<file path="src/rtl/spi_slave_rx.sv">
// SPI mode-0 slave front end: oversampled deserialiser feeding the DAC frame parser,
// with a byte-wide MISO return path loaded from tx_data.
module spi_slave_rx #(
  parameter int unsigned SYNC_STAGES = 2,
  parameter logic [7:0]  IDLE_TX     = 8'hFF
) (
  input  logic       clk,
  input  logic       reset,
  input  logic       spi_sck,
  input  logic       spi_cs_n,
  input  logic       spi_mosi,
  output logic       spi_miso,
  output logic       spi_miso_oe,
  output logic [7:0] rxd_out,
  output logic       rxd_flag,
  input  logic [7:0] tx_data,
  output logic       tx_load,
  output logic       frame_err,
  output logic       spi_active
);

  localparam int unsigned BYTE_W = 8;
  localparam int unsigned CNT_W  = 3;

  typedef enum logic [1:0] {
    WAIT_IDLE = 2'd0,
    IDLE      = 2'd1,
    ACTIVE    = 2'd2
  } state_t;

  logic [SYNC_STAGES-1:0] sck_sync, cs_sync, mosi_sync;
  logic                   sck_d;
  logic                   sck_s, cs_s, mosi_s;
  logic                   sck_rise, sck_fall;

  state_t              state, state_nxt;
  logic [CNT_W-1:0]    bit_cnt, bit_cnt_nxt;
  logic [BYTE_W-1:0]   rx_shift, rx_shift_nxt;
  logic [BYTE_W-1:0]   tx_shift, tx_shift_nxt;
  logic [BYTE_W-1:0]   rxd_out_nxt;
  logic                rxd_flag_nxt, tx_load_nxt, frame_err_nxt, spi_miso_nxt;

  // Synchronisers reset to 0 so WAIT_IDLE only leaves on a genuine CS-high level.
  always_ff @(posedge clk) begin
    if (reset) begin
      sck_sync  <= '0;
      cs_sync   <= '0;
      mosi_sync <= '0;
      sck_d     <= 1'b0;
    end else begin
      sck_sync  <= {sck_sync[SYNC_STAGES-2:0], spi_sck};
      cs_sync   <= {cs_sync[SYNC_STAGES-2:0], spi_cs_n};
      mosi_sync <= {mosi_sync[SYNC_STAGES-2:0], spi_mosi};
      sck_d     <= sck_s;
    end
  end

  assign sck_s    = sck_sync[SYNC_STAGES-1];
  assign cs_s     = cs_sync[SYNC_STAGES-1];
  assign mosi_s   = mosi_sync[SYNC_STAGES-1];
  assign sck_rise = sck_s & ~sck_d;
  assign sck_fall = ~sck_s & sck_d;

  always_ff @(posedge clk) begin
    if (reset) begin
      state       <= WAIT_IDLE;
      bit_cnt     <= '0;
      rx_shift    <= '0;
      tx_shift    <= '0;
      rxd_out     <= '0;
      rxd_flag    <= 1'b0;
      tx_load     <= 1'b0;
      frame_err   <= 1'b0;
      spi_active  <= 1'b0;
      spi_miso    <= IDLE_TX[7];
      spi_miso_oe <= 1'b0;
    end else begin
      state       <= state_nxt;
      bit_cnt     <= bit_cnt_nxt;
      rx_shift    <= rx_shift_nxt;
      tx_shift    <= tx_shift_nxt;
      rxd_out     <= rxd_out_nxt;
      rxd_flag    <= rxd_flag_nxt;
      tx_load     <= tx_load_nxt;
      frame_err   <= frame_err_nxt;
      spi_active  <= (state_nxt == ACTIVE);
      spi_miso    <= spi_miso_nxt;
      spi_miso_oe <= (state_nxt == ACTIVE);
    end
  end

  // CS release is checked before SCK edges so a coincident rise is dropped.
  always_comb begin
    state_nxt     = state;
    bit_cnt_nxt   = bit_cnt;
    rx_shift_nxt  = rx_shift;
    tx_shift_nxt  = tx_shift;
    rxd_out_nxt   = rxd_out;
    rxd_flag_nxt  = 1'b0;
    tx_load_nxt   = 1'b0;
    frame_err_nxt = 1'b0;
    case (state)
      WAIT_IDLE: begin
        if (cs_s) state_nxt = IDLE;
      end
      IDLE: begin
        if (!cs_s) begin
          state_nxt    = ACTIVE;
          tx_shift_nxt = tx_data;
          tx_load_nxt  = 1'b1;
          bit_cnt_nxt  = '0;
        end
      end
      ACTIVE: begin
        if (cs_s) begin
          state_nxt     = IDLE;
          bit_cnt_nxt   = '0;
          frame_err_nxt = (bit_cnt != '0);
        end else if (sck_rise) begin
          rx_shift_nxt = {rx_shift[BYTE_W-2:0], mosi_s};
          bit_cnt_nxt  = bit_cnt + CNT_W'(1);
          if (bit_cnt == CNT_W'(7)) begin
            rxd_out_nxt  = {rx_shift[BYTE_W-2:0], mosi_s};
            rxd_flag_nxt = 1'b1;
            bit_cnt_nxt  = '0;
            tx_shift_nxt = tx_data;
            tx_load_nxt  = 1'b1;
          end
        end else if (sck_fall && (bit_cnt != '0)) begin
          // The fall right after a byte boundary keeps the fresh MSB on MISO.
          tx_shift_nxt = {tx_shift[BYTE_W-2:0], 1'b0};
        end
      end
      default: state_nxt = WAIT_IDLE;
    endcase
    spi_miso_nxt = (state_nxt == ACTIVE) ? tx_shift_nxt[BYTE_W-1] : IDLE_TX[7];
  end

endmodule

</file>
<file path="config.mk">
export PLATFORM = sky130hd
export DESIGN_NAME = spi_slave_rx
export DESIGN_NICKNAME = d
export VERILOG_FILES = /design/src/rtl/spi_slave_rx.sv
export SDC_FILE = /design/constraint.sdc
export NUM_CORES = 1
export LEC_CHECK = 0
export CAP_MARGIN = 20
export CORE_ASPECT_RATIO = 1.5
export CORE_MARGIN = 8
export CORE_UTILIZATION = 49
export DETAILED_ROUTE_END_ITERATION = 8
export HOLD_SLACK_MARGIN = 0.08
export PLACE_DENSITY = 0.83
export RECOVER_POWER = 50
export SLEW_MARGIN = 20
export SYNTH_ARGS = -nofsm -noshare
export SYNTH_HDL_FRONTEND = slang
export SYNTH_SLANG_ARGS = --single-unit
export TNS_END_PERCENT = 50
</file>
<file path="constraint.sdc">
create_clock -name clk -period 4.47 [get_ports clk]
set_clock_uncertainty 0.05 [all_clocks]
set_input_delay 0.447 -clock clk [delete_from_list [all_inputs] [get_ports clk]]
set_output_delay 0.447 -clock clk [all_outputs]
set_load 0.01 [all_outputs]
</file>
## After elaboration in Yosys (flattened, before gate mapping)

Index checks and enable logic that the tools add are counted.
W data, S select, Z words.

| cells by class | value |
|---|---|
| add/sub/neg operators | 1 |
| bitwise logic cells | 7 |
| shift operators | 0 |
| equal/unequal tests | 9 |
| reductions and logical operators | 12 |
| multiply operators | 0 |
| div/mod/pow operators | 0 |
| order comparisons | 0 |
| mux-type cells | 19 |

Operators by type and width:

| cell | number |
|---|---|
| $mux W8 | 5 |
| $pmux W8 S2 | 1 |
| $mux W3 | 4 |
| $ne A3 B3 Y1 const B | 3 |
| $pmux W3 S2 | 1 |
| $reduce_and A3 Y1 | 2 |
| $reduce_or A2 Y1 | 3 |
| $not A1 Y1 | 5 |
| $reduce_and A5 Y1 | 1 |
| $eq A2 B2 Y1 const B | 2 |
| $mux W1 | 4 |
| $mux W2 | 2 |
| $ne A2 B2 Y1 const B | 2 |
| $pmux W2 S2 | 1 |
| $reduce_and A4 Y1 | 1 |
| $add A3 B1 Y3 const B | 1 |
| $eq A3 B3 Y1 const B | 1 |
| $reduce_bool A3 Y1 | 1 |
| $reduce_or A3 Y1 | 1 |
| $and A1 B1 Y1 | 2 |
| $eq A2 B1 Y1 const B | 1 |
| $logic_not A2 Y1 | 1 |
| $pmux W1 S2 | 1 |
| $reduce_bool A2 Y1 | 1 |
| $logic_and A1 B1 Y1 | 1 |

| word-level totals | value |
|---|---|
| word-level logic and storage cells | 63 |
| output and inout bits | 14 |
| latch bits | 0 |
| memories | 0 |
| bits in read-only memories | 0 |
| memory bits (writable) | 0 |
| bits in registers | 40 |
| input port bits | 13 |

## Longest topological paths before layout

| logic depth | value |
|---|---|
| depth in word-level cells | 7 |
| depth in mapped cells | 8 |
| mapped depth without buffers | 6 |

## Worst setup path after synthesis

No wires, ideal clock.

| timing | value |
|---|---|
| path kind | register to register |
| from | reg state[0] |
| to | reg tx_shift[3] |
| clock period less this slack | 1727 ps |
| path buffers | 2 |
| library setup time | 91 ps |
| required time | 4329 ps |
| arrival time | 1586 ps |
| path slack | 2743 ps |
| stages on the path, launching flop included | 9 |
| cells stage by stage | dfxtp_1 -> inv_1 -> ha_1 -> buf_6 -> o21a_1 -> nor2_4 -> buf_6 -> a21oi_1 -> a311oi_1 |

| on the way | value |
|---|---|
| cells in the longest elaborated chain, start to end | 3 |
| elaborated cells on any way between the ends | 9 |
| those cells by class | eq/ne: 6; mux: 1; reduce/logical: 2 |

RTL lines:

| item | line | text |
|---|---|---|
| start, declared | 36 | `state_t state, state_nxt;` |
| start signal, assigned | 78 | `state <= state_nxt;` |
| $eq A2 B2 Y1 / $eq A2 B1 Y1 (equally long branches) | 102 | `case (state)` |
| $ne A3 B3 Y1 (no source line) (tied with other cells) | - |  |
| $reduce_and A5 Y1 (no source line) | - |  |
| end signal, assigned | 81 | `tx_shift <= tx_shift_nxt;` |
| end, declared | 39 | `logic [BYTE_W-1:0] tx_shift, tx_shift_nxt;` |

Parallel ways exist; a longest one is shown, timed or not.
A chain may end at the register's enable or synchronous reset.

==> flow_summary.toml <==
[logic_synthesis]
synth-edff-count = 0
synthDominantAreaCellType = "dfxtp_1"
ys_seq_area_share_pct = 42.7
post_synth_instance_area_sq_um = 1870
synth_async_sr_flop_share_pct = 0
syn_inst = 201
yosys.area.top_type_share_pct = 42.7
syn_area_per_cell_sq_um = 9.32
yosys_warnings = 0
synth.most_common_cell = "dfxtp_1"
yosysUniqueCellTypes = 47
synth-seq-cells = 40
postSynth.topFlopCell = "dfxtp_1"
syn_nets = 222
main_area_contributors_after_synthesis = "dfxtp_1 43%, a21oi_1 7.5%, nand2_1 5.8%"
ys_top_cells_by_count = "40 x dfxtp_1, 29 x nand2_1, 28 x a21oi_1, 11 x nor2b_1, 9 x nand3_1"

[sta]
fmax_ghz = 0.415
unrepaired_setup_endpoints_after_global_routing = "false"
worstMarginPinSlew_ps = 1630
setup_violations = 0
post-route-worst-setup-slack_ps = 2060
timing.final.crit_period_ps = 2410
timing.setup.tns_ps = 0
post-route-period-util_pct = 53.9
hold_viol = 0
final_max_slew_viol_count = 40
timing.max_slew.rel_slack_pct = -8.56

[grt]
grt_antenna_before_repair = 0
grt_pass1_vias = 1407
grt_pass1_wl_um = 6000
overflow = 0
globalRouteTotalUtil_pct = 12.2
grt_start_max_net_pins = 40

[floorplanning]
dieHeight_um = 91.7
core_region_sq_um = 3680
die-area_sq_um = 6100
number_of_standard_cell_rows_in_the_floorplan = 27
ioPinCount = 27
die_w_um = 66.5
initial_core_util_pct = 50.9

[finish]
design.final.nets = 243
drive_gt1_share_pct = 9.42
area_added_between_synthesis_and_finish_pct = 17.2
layout.cell_area.non_filler_sq_um = 2200
insertedDiodeCount = 0
final_cells = 266

[setup_path]
path_class = "in2reg"
endpoint_kind = "register"
worst_ep_required_time_ps = 4600
cp_data_arrival_time_ps = 2530
cp-start-kind = "input pin"
critical_path.max_fanout = 39

[pwr]
ir_worst_vdd_v = 0.000243
fin_total_pwr_uw = 700
static-leakage-power_nw = 0.812
pwr_density_cell_nw_per_um2 = 318

[placement]
place_ws_ps = 2310
io_buffer_count = 26
post-place-cells = 258
place_hpwl_um = 2560
globalplace.congestion = 0.844
placement.cell_area_sq_um = 2110

[clock_tree]
tritoncts = "yes"
post-cts-setup-buffer-count = 0
htree_levels = 2
number_of_clock_buffers_inserted_by_tritoncts = 5
clk_latency_ps = 290
clock_tree_sinks = 40
clockRootBuffer = "clkbuf_8"
cts.path.max_buffers = 2
hold_buffers = 0
worst_setup_hold_path_clk_slew_ps = 80
post_cts_resize_count = 0

[status]
failing_checks = "max-capacitance violations, max-slew violations"
run_status = "finished with violations"

[detailed_routing]
ant_nets = 0
vias_per_cell = 5.48
route.vias.total = 1458
drc_errors = 0
finalWirelength_um = 3470
initialDrtViolationCount = 57
drtPass1Iterations = 4
avgRoutedWirePerCell_um = 13.0

[job]
drv.max_cap_violation_count = 1

[hold_path]
min_path_type = "reg2reg"
[cell families after synthesis]
| kind of cell | after synthesis | synth area share, % |
|---|---|---|
| AO/OA/AOI/OAI | 53 | 20.7 |
| AND/OR/NAND/NOR | 77 | 23.9 |
| buffers and inverters | 21 | 6.27 |
| multiplexers | 2 | 1.07 |
| flip-flops | 40 | 42.7 |
| adder cells (fa/ha/maj) | 8 | 5.34 |
[registers in the layout, indices dropped and copies added, names as in the netlist]
signal / count
rxd_out: 8
sck_sync: 2
tx_shift: 8
bit_cnt: 3
spi_miso: 1
state: 2
tx_load: 1
rx_shift: 7
spi_active: 1
frame_err: 1
cs_sync: 2
mosi_sync: 2
rxd_flag: 1
sck_d: 1
[per-stage QoR]
step | util [%] | hold WS (ps)
CTS | 59.8 | 385
floorplan | - | 364
detailed placement | 57.3 | 372
global route | 59.7 | 398
finish | 59.7 | 379
global placement | 57.3 | 366
[final cells by class]
type	instances	area, sq um
clock buffer	6	82.6
clock inverter	2	10.0
fill	322	1490
inverter	8	30.0
multi-input combinational	140	956
sequential	40	801
tap	43	53.8
timing repair buffer	27	264
[routing by layer]
layer / global-route usage (%) / share of wire, %
met1: 12.7 / 42
met2: 20.9 / 52
met3: 3.41 / 3.9
met4: 6.98 / 1.7
met5: 0 / 0
[cell usage in the layout (no fill, tap or decap), types with 2 or more instances in the layout]
master	netlist	layout
a21oi_1	28	28
a22oi_1	6	6
a311oi_1	7	7
clkbuf_8	0	6
clkdlybuf4s50_1	0	11
clkinv_2	0	2
dfxtp_1	40	40
dlygate4sd3_1	0	15
ha_1	8	8
inv_1	8	8
mux2i_1	2	2
nand2_1	29	29
nand2b_1	2	2
nand3_1	9	9
nand4_1	3	3
nor2_1	4	4
nor2b_1	11	11
nor3_1	3	3
o311ai_0	1	2
[where the power goes]
part | internal (mW) | total, mW | switching [mW]
sequential | 0.369 | 0.379 | 0.00988
clock | 0.123 | 0.243 | 0.120
combinational | 0.0376 | 0.0780 | 0.0404
[path summary, 6_finish.rpt]
kind | from | endpoint | slack (ps) | depth (start not counted)
min reg2reg | mosi_sync[0] | mosi_sync[1] | 380 | 1
min | mosi_sync[0] | mosi_sync[1] | 380 | 1
max reg2reg | state[0] | rxd_out[5] | 2240 | 6
max | reset | tx_shift[7] | 2060 | 5
[critical path, cell delays in order]
cell and delay (ps):
dlygate4sd3_1 520, clkbuf_1 1170, nor2b_1 140, o311ai_0 160, nand2_1 80
Note: power is estimated with default switching activity, not from simulation.
